===== config.mk =====
export PLATFORM = sky130hd
export DESIGN_NAME = shadow_trace_ctrl
export DESIGN_NICKNAME = d
export VERILOG_FILES = /design/src/rtl/shadow_tracer_pkg.sv /design/src/rtl/shadow_trace_ctrl_ser.sv /design/src/rtl/shadow_trace_ctrl.sv
export SDC_FILE = /design/constraint.sdc
export NUM_CORES = 1
export LEC_CHECK = 0
export ABC_AREA = 1
export CORE_MARGIN = 1.5
export CORE_UTILIZATION = 50
export DETAILED_ROUTE_END_ITERATION = 8
export PLACE_DENSITY = 0.71
export SKIP_LAST_GASP = 1
export SLEW_MARGIN = 20
export SYNTH_ARGS = -nofsm -noshare
export SYNTH_HDL_FRONTEND = slang
export SYNTH_SLANG_ARGS = --single-unit

===== constraint.sdc =====
create_clock -name CLK_n -period 2.6 [get_ports CLK_n]
set_input_delay 0.39 -clock CLK_n [delete_from_list [all_inputs] [get_ports CLK_n]]
set_output_delay 0.39 -clock CLK_n [all_outputs]
set_load 0.01 [all_outputs]

===== src/rtl/shadow_tracer_pkg.sv =====
// Shared types and constants for the shadow tracer controller:
// FSM state enum, snapshot bundle, trigger-report framing and command bytes.
package shadow_tracer_pkg;

    typedef enum logic [2:0] {
        ST_WAIT_RST,
        ST_SETTLE,
        ST_ARMED,
        ST_DUMP,
        ST_HALT
    } state_e;

    localparam int         DUMP_LEN       = 12;
    localparam logic [7:0] DUMP_SYNC_HEAD = 8'hA5;
    localparam logic [7:0] DUMP_SYNC_TAIL = 8'h5A;
    localparam logic [7:0] CMD_REARM      = 8'h52;

    // Bit positions inside the 8-bit active-low control vectors.
    typedef enum int unsigned {
        CTRL_BUSAK = 0,
        CTRL_HALT  = 1,
        CTRL_RFSH  = 2,
        CTRL_WR    = 3,
        CTRL_RD    = 4,
        CTRL_IORQ  = 5,
        CTRL_MREQ  = 6,
        CTRL_M1    = 7
    } ctrl_bit_e;

    // Bus state captured on the trigger cycle.
    // flags = {addr_match, data_match, ctrl_match}
    typedef struct packed {
        logic [31:0] count;
        logic [15:0] addr;
        logic [7:0]  data;
        logic [7:0]  real_ctrl;
        logic [7:0]  shadow_ctrl;
        logic [2:0]  flags;
    } snap_t;

    // Report byte at position idx of the trigger frame.
    function automatic logic [7:0] dump_byte(
        input snap_t      s,
        input logic [3:0] idx
    );
        logic [7:0] b;
        case (idx)
            4'd0:    b = DUMP_SYNC_HEAD;
            4'd1:    b = s.count[31:24];
            4'd2:    b = s.count[23:16];
            4'd3:    b = s.count[15:8];
            4'd4:    b = s.count[7:0];
            4'd5:    b = s.addr[15:8];
            4'd6:    b = s.addr[7:0];
            4'd7:    b = s.data;
            4'd8:    b = s.real_ctrl;
            4'd9:    b = s.shadow_ctrl;
            4'd10:   b = {5'b0, s.flags};
            4'd11:   b = DUMP_SYNC_TAIL;
            default: b = 8'h00;
        endcase
        return b;
    endfunction

endpackage


===== src/rtl/shadow_trace_ctrl_ser.sv =====
// shadow_dump_ser: serialises the latched snapshot as a 12-byte report.
// Ports: clk/rst, start strobe, snapshot in, tx valid/ready/data, done strobe.
module shadow_dump_ser
    import shadow_tracer_pkg::*;
(
    input  logic       clk,
    input  logic       rst,
    input  logic       start,
    input  snap_t      snap,
    input  logic       tx_ready,
    output logic [7:0] tx_data,
    output logic       tx_valid,
    output logic       done
);

    logic       valid_q, valid_d;
    logic [3:0] idx_q, idx_d;

    always_ff @(posedge clk) begin
        if (rst) begin
            valid_q <= 1'b0;
            idx_q   <= 4'd0;
        end else begin
            valid_q <= valid_d;
            idx_q   <= idx_d;
        end
    end

    // Next byte is presented on the accepting edge, no bubble.
    always_comb begin
        valid_d = valid_q;
        idx_d   = idx_q;
        done    = 1'b0;
        if (start) begin
            valid_d = 1'b1;
            idx_d   = 4'd0;
        end else if (valid_q && tx_ready) begin
            if (idx_q == 4'(DUMP_LEN - 1)) begin
                valid_d = 1'b0;
                done    = 1'b1;
            end else begin
                idx_d = idx_q + 4'd1;
            end
        end
    end

    assign tx_valid = valid_q;
    assign tx_data  = valid_q ? dump_byte(snap, idx_q) : 8'h00;

endmodule


===== src/rtl/shadow_trace_ctrl.sv =====
// shadow_trace_ctrl: releases the shadow core, arms after a settle window,
// counts bus cycles, snapshots the first filtered mismatch and reports it.
// Ports: CLK_n/RESET, target_reset_n, compare flags, A/D/ctrl buses,
// shadow_reset_n, armed, triggered, tx_* to UART, rx_* from UART.
// Macro SHADOW_TRACE_FULL_MATCH_EN: trigger on ctrl, data and addr compare.
module shadow_trace_ctrl
    import shadow_tracer_pkg::*;
#(
    parameter int SETTLE_CYCLES   = 16,
    parameter int MISMATCH_FILTER = 1
) (
    input  logic        CLK_n,
    input  logic        RESET,
    input  logic        target_reset_n,
    input  logic        ctrl_match,
    input  logic        data_match,
    input  logic        addr_match,
    input  logic [15:0] A,
    input  logic [7:0]  D,
    input  logic [7:0]  real_ctrl,
    input  logic [7:0]  shadow_ctrl,
    output logic        shadow_reset_n,
    output logic        armed,
    output logic        triggered,
    output logic [7:0]  tx_data,
    output logic        tx_valid,
    input  logic        tx_ready,
    input  logic [7:0]  rx_data,
    input  logic        rx_valid
);

    localparam logic [15:0] SETTLE_LOAD = 16'(SETTLE_CYCLES);
    localparam logic [4:0]  FILT_N      = 5'(MISMATCH_FILTER);

    state_e      state_q, state_d;
    logic [15:0] settle_q, settle_d;
    logic [31:0] cycle_q, cycle_d;
    logic [3:0]  filt_q, filt_d;
    snap_t       snap_q, snap_d;
    logic        armed_q, armed_d;
    logic        trig_q, trig_d;
    logic        srst_q;
    logic        mismatch, fire, rearm, ser_done;

`ifdef SHADOW_TRACE_FULL_MATCH_EN
    assign mismatch = ~(ctrl_match & data_match & addr_match);
`else
    assign mismatch = ~ctrl_match;
`endif

    // Target reset in the same cycle suppresses a trigger.
    assign fire = (state_q == ST_ARMED) && target_reset_n && mismatch
               && (({1'b0, filt_q} + 5'd1) == FILT_N);
    assign rearm = (state_q == ST_HALT) && rx_valid
                && (rx_data == CMD_REARM);

    always_ff @(posedge CLK_n) begin
        if (RESET) begin
            state_q  <= ST_WAIT_RST;
            settle_q <= 16'd0;
            cycle_q  <= 32'd0;
            filt_q   <= 4'd0;
            snap_q   <= '0;
            armed_q  <= 1'b0;
            trig_q   <= 1'b0;
            srst_q   <= 1'b0;
        end else begin
            state_q  <= state_d;
            settle_q <= settle_d;
            cycle_q  <= cycle_d;
            filt_q   <= filt_d;
            snap_q   <= snap_d;
            armed_q  <= armed_d;
            trig_q   <= trig_d;
            srst_q   <= target_reset_n;
        end
    end

    always_comb begin
        state_d = state_q;
        unique case (state_q)
            ST_WAIT_RST:
                if (target_reset_n) state_d = ST_SETTLE;
            ST_SETTLE:
                if (!target_reset_n)       state_d = ST_WAIT_RST;
                else if (settle_q == 16'd0) state_d = ST_ARMED;
            ST_ARMED:
                if (!target_reset_n) state_d = ST_WAIT_RST;
                else if (fire)       state_d = ST_DUMP;
            ST_DUMP:
                if (ser_done) state_d = ST_HALT;
            ST_HALT:
                if (!target_reset_n) state_d = ST_WAIT_RST;
                else if (rearm)      state_d = ST_SETTLE;
            default: state_d = ST_WAIT_RST;
        endcase
    end

    always_comb begin
        settle_d = settle_q;
        cycle_d  = cycle_q;
        filt_d   = filt_q;
        snap_d   = snap_q;
        trig_d   = trig_q;
        armed_d  = (state_d == ST_ARMED);
        unique case (state_q)
            ST_WAIT_RST: settle_d = SETTLE_LOAD;
            ST_SETTLE: begin
                if (settle_q != 16'd0) settle_d = settle_q - 16'd1;
                cycle_d = 32'd0;
                filt_d  = 4'd0;
            end
            ST_ARMED: begin
                cycle_d = cycle_q + 32'(cycle_q != '1);
                filt_d  = mismatch ? filt_q + 4'd1 : 4'd0;
                if (fire) begin
                    snap_d.count       = cycle_q;
                    snap_d.addr        = A;
                    snap_d.data        = D;
                    snap_d.real_ctrl   = real_ctrl;
                    snap_d.shadow_ctrl = shadow_ctrl;
                    snap_d.flags = {addr_match, data_match, ctrl_match};
                    trig_d = 1'b1;
                end
            end
            ST_HALT: if (rearm) settle_d = SETTLE_LOAD;
            default: ;
        endcase
        if (state_d == ST_WAIT_RST || state_d == ST_SETTLE)
            trig_d = 1'b0;
    end

    shadow_dump_ser u_ser (
        .clk      (CLK_n),
        .rst      (RESET),
        .start    (fire),
        .snap     (snap_q),
        .tx_ready (tx_ready),
        .tx_data  (tx_data),
        .tx_valid (tx_valid),
        .done     (ser_done)
    );

    assign shadow_reset_n = srst_q;
    assign armed          = armed_q;
    assign triggered      = trig_q;

endmodule

==> summary.txt <==
Logic synthesis
  – Syn_area_per_cell: 6.63 sq um
  – Yosys cell types: 40
  – Leading area contributor after synthesis: dfxtp_1
  – Async set-reset flop share out of synthesis: 0%
  – Synth Flop Type: dfxtp_1
  – Post-synthesis sequential area ratio: 39.1%
  – Post-synth EDFFs: 0
  – Area contributors post-synth: dfxtp_1 (39%), nand2_1 (12%), nor2_1 (7.8%)
  – Area share of the leading cell type in the synthesized netlist: 39.1%
  – Post-Synthesis Cell Area: 7070 sq um
  – Cell count after synthesis: 1067
  – FF+latch count, synth: 138
  – Synthesis Warnings: 0
  – Syn nets: 1132

Min path
  – Min-delay src: snap_q[0]
  – Hold path endpoint: snap_q[0]
  – Min-Delay Path Class: reg2reg
  – WHS Path Cells: 2

STA
  – Worst Max-Slew Pin Slew: 0.533 ns
  – Slew Limit Headroom: 64.2%
  – Setup Viol. Count Final: 3
  – Fin crit share: 104%
  – Clock Skew: 0.00724 ns
  – Max Clk Rate: 371 MHz
  – Pins over their slew limit: 0
  – Setup TNS: -0.273 ns
  – Post-layout min period: 2.69 ns
  – RSZ-0062 raised after global routing: true
  – Hold Fails Final Rpt: 0
  – Final WS setup: -0.0947 ns

Die
  – Top Ports: 68
  – Vert. Die Dim: 122 um
  – Die area: 14900 sq um
  – Row cnt: 43
  – DIE WIDTH: 122 um
  – Core Area: 13800 sq um
  – Starting density of the core: 51.2%

Worst setup path
  – WS Path Type: reg2out
  – Path depth of the worst reg2reg path: 13
  – Worst Path Required: 2.21 ns
  – Worst Setup Start Kind: register
  – CP max FO: 6
  – Reg2reg setup slack: 0.22 ns
  – Worst R2R Start: cycle_q[5]
  – Arrival @ worst endpoint: 2.30 ns
  – Crit. End Element: output pin
  – Reg-to-Reg End: cycle_q[17]

Power
  – Power per standard cell area: 646 nW/um^2
  – Peak supply drop: 0.000504 V
  – Tot Pwr: 0.00568 W
  – P_leak: 3.43 nW

Run status
  – Status: finished, violations left
  – Failing checks: negative setup slack

Detailed routing
  – Post-route DRC: 0
  – Post-DRT Antenna Nets: 0
  – Vias post-DR: 7057
  – DRT iter0 DRCs: 557
  – Wire length per cell: 14.7 um
  – Via density: 5.33
  – Post-Route WL: 19400 um
  – Pre-Repair DR Iteration Count: 6

Place
  – DP HPWL: 13400 um
  – Buffers on Ports: 67
  – Routability cong.: 0.925

Cells and area
  – Nets@finish: 1197
  – Number of diodes: 0
  – Area Overhead vs Synth: 24.1%
  – Filler instances: 1250
  – Share of cells above drive strength 1: 10.4%

CTS
  – CTS tree: yes
  – Worst-path clk slew: 0.06 ns
  – Latest clock arrival within the worst-skew pair: 0.42 ns
  – CTS root buf: clkbuf_16
  – CTS max path bufs: 2
  – CTS Buf Count: 17
  – Htree depth: 4
  – Clock sink total: 138

Global route
  – GRT Total Usage: 26.6%
  – Antenna violations before repair: 0
  – Grt total ovfl: 0
  – Vias in the first global route: 6343
  – Largest net degree at the start of global routing: 63
  – Global-route wire length before repair: 31000 um

Job
  – Max-Cap Viols: 0
-- worst max-delay path: stages (launching register included) --
cell and delay, ns:
dfxtp_4 0.37, inv_1 0.09, ha_2 0.19, inv_1 0.09, nor2_4 0.18, nand2_1 0.08, and3_1 0.17, nand2_1 0.05
o21ai_0 0.07, inv_1 0.07, clkdlybuf4s50_1 0.52
-- layout by cell type, fill, tap and decap left out, types with 4 or more instances in the layout --
master,Yosys,layout
nand4_1,14,14
nand2_2,6,7
o22ai_1,16,11
nor2_4,2,5
clkdlybuf4s50_1,0,62
o21ai_0,86,86
ha_1,9,5
nand2_1,232,231
nor2_2,6,6
inv_2,9,14
dfxtp_1,138,132
o21ai_1,11,11
buf_4,2,18
inv_1,124,119
a31oi_1,6,6
nand3_4,3,6
nand3_2,3,4
nor3_1,16,14
bufinv_16,0,5
clkbuf_16,0,17
nand3_1,64,60
nor2_1,147,144
a211oi_1,7,6
o22ai_2,0,4
xnor2_1,5,5
a21oi_1,101,101
-- kinds of logic (layout without fill, tap and decap cells) --
kind of cell | count (synthesis) | in the layout | share of synthesized area, %
buf+inv | 177 | 254 | 10.3
compound gates | 233 | 233 | 17.4
xor+xnor | 7 | 7 | 0.867
flops | 138 | 138 | 39.1
fa+ha+maj | 9 | 9 | 1.59
simple gates | 503 | 503 | 30.8
-- flip-flops by register name (all words and copies together), names as in the netlist --
signal          count
cycle_q            32
u_ser.idx_q         4
filt_q              4
state_q             3
armed               1
snap_q             75
settle_q           16
shadow_reset_n      1
u_ser.tx_valid      1
triggered           1
-- worst max path at each step --
stage | slack (ns) | startpoint | end | cells after the start
after global placement | 0.19 | u_ser.idx_q[0] | tx_data[3] | 8
after global routing | -0.21 | u_ser.idx_q[0] | tx_data[6] | 9
final | -0.09 | u_ser.idx_q[1] | tx_data[6] | 10
after detailed placement | 0.16 | u_ser.idx_q[0] | tx_data[3] | 8
after floorplan | 0.50 | cycle_q[21] | cycle_q[6] | 12
after CTS | -0.09 | u_ser.idx_q[0] | tx_data[7] | 9
-- through the flow --
stage	utilization [%]	worst slack (ns)	instance area, sq um	cells	hold WS [ns]
after floorplan	-	0.500	7070	1067	0.408
after global placement	57.3	0.186	7920	1289	0.417
after detailed placement	57.3	0.162	7920	1289	0.419
after CTS	63.1	-0.0930	8720	1322	0.428
after global routing	63.5	-0.209	8780	1324	0.461
final	63.5	-0.0947	8780	1324	0.427
-- per-layer routing --
layer  GRT usage (%)  share of wire (%)
met5               0                  0
met4            10.9                3.0
met3            4.96                5.7
met2            42.3                 46
met1            35.4                 46
-- cells in the mapped netlist, types with 7 or more instances --
| library cell | n |
|---|---|
| ha_1 | 9 |
| nor3_1 | 16 |
| nand3_1 | 64 |
| nand4_1 | 14 |
| dfxtp_1 | 138 |
| clkbuf_1 | 15 |
| o22ai_1 | 16 |
| a211oi_1 | 7 |
| nor2_1 | 147 |
| inv_2 | 9 |
| o21ai_0 | 86 |
| buf_2 | 20 |
| nand2_1 | 232 |
| o21ai_1 | 11 |
| a21oi_1 | 101 |
| inv_1 | 124 |
-- cell type report --
class / instances / area, sq um / share of cell area (%)
Sequential cell: 138 / 2780 / 31.6
Clock inverter: 11 / 193 / 2.19
Timing Repair Buffer: 89 / 880 / 10.0
Inverter: 134 / 505 / 5.76
Multi-Input combinational cell: 752 / 3730 / 42.5
Clock buffer: 20 / 467 / 5.31
Tap cell: 180 / 225 / 2.56
-- where the power goes --
group | leakage [nW] | internal, W | switching (W)
combinational | 1.99 | 0.000300 | 0.000467
clock | 0.318 | 0.00177 | 0.000923
sequential | 1.12 | 0.00217 | 0.0000485
-- timing repair --
action / in CTS / in global routing
pin swaps: 4 / 2
gates resized for setup: 33 / 16
buffers inserted: 2 / 2
endpoints found under the setup margin: 8 / 9
hold buffers: 0 / 0
Note: power is estimated with default switching activity, not from simulation.
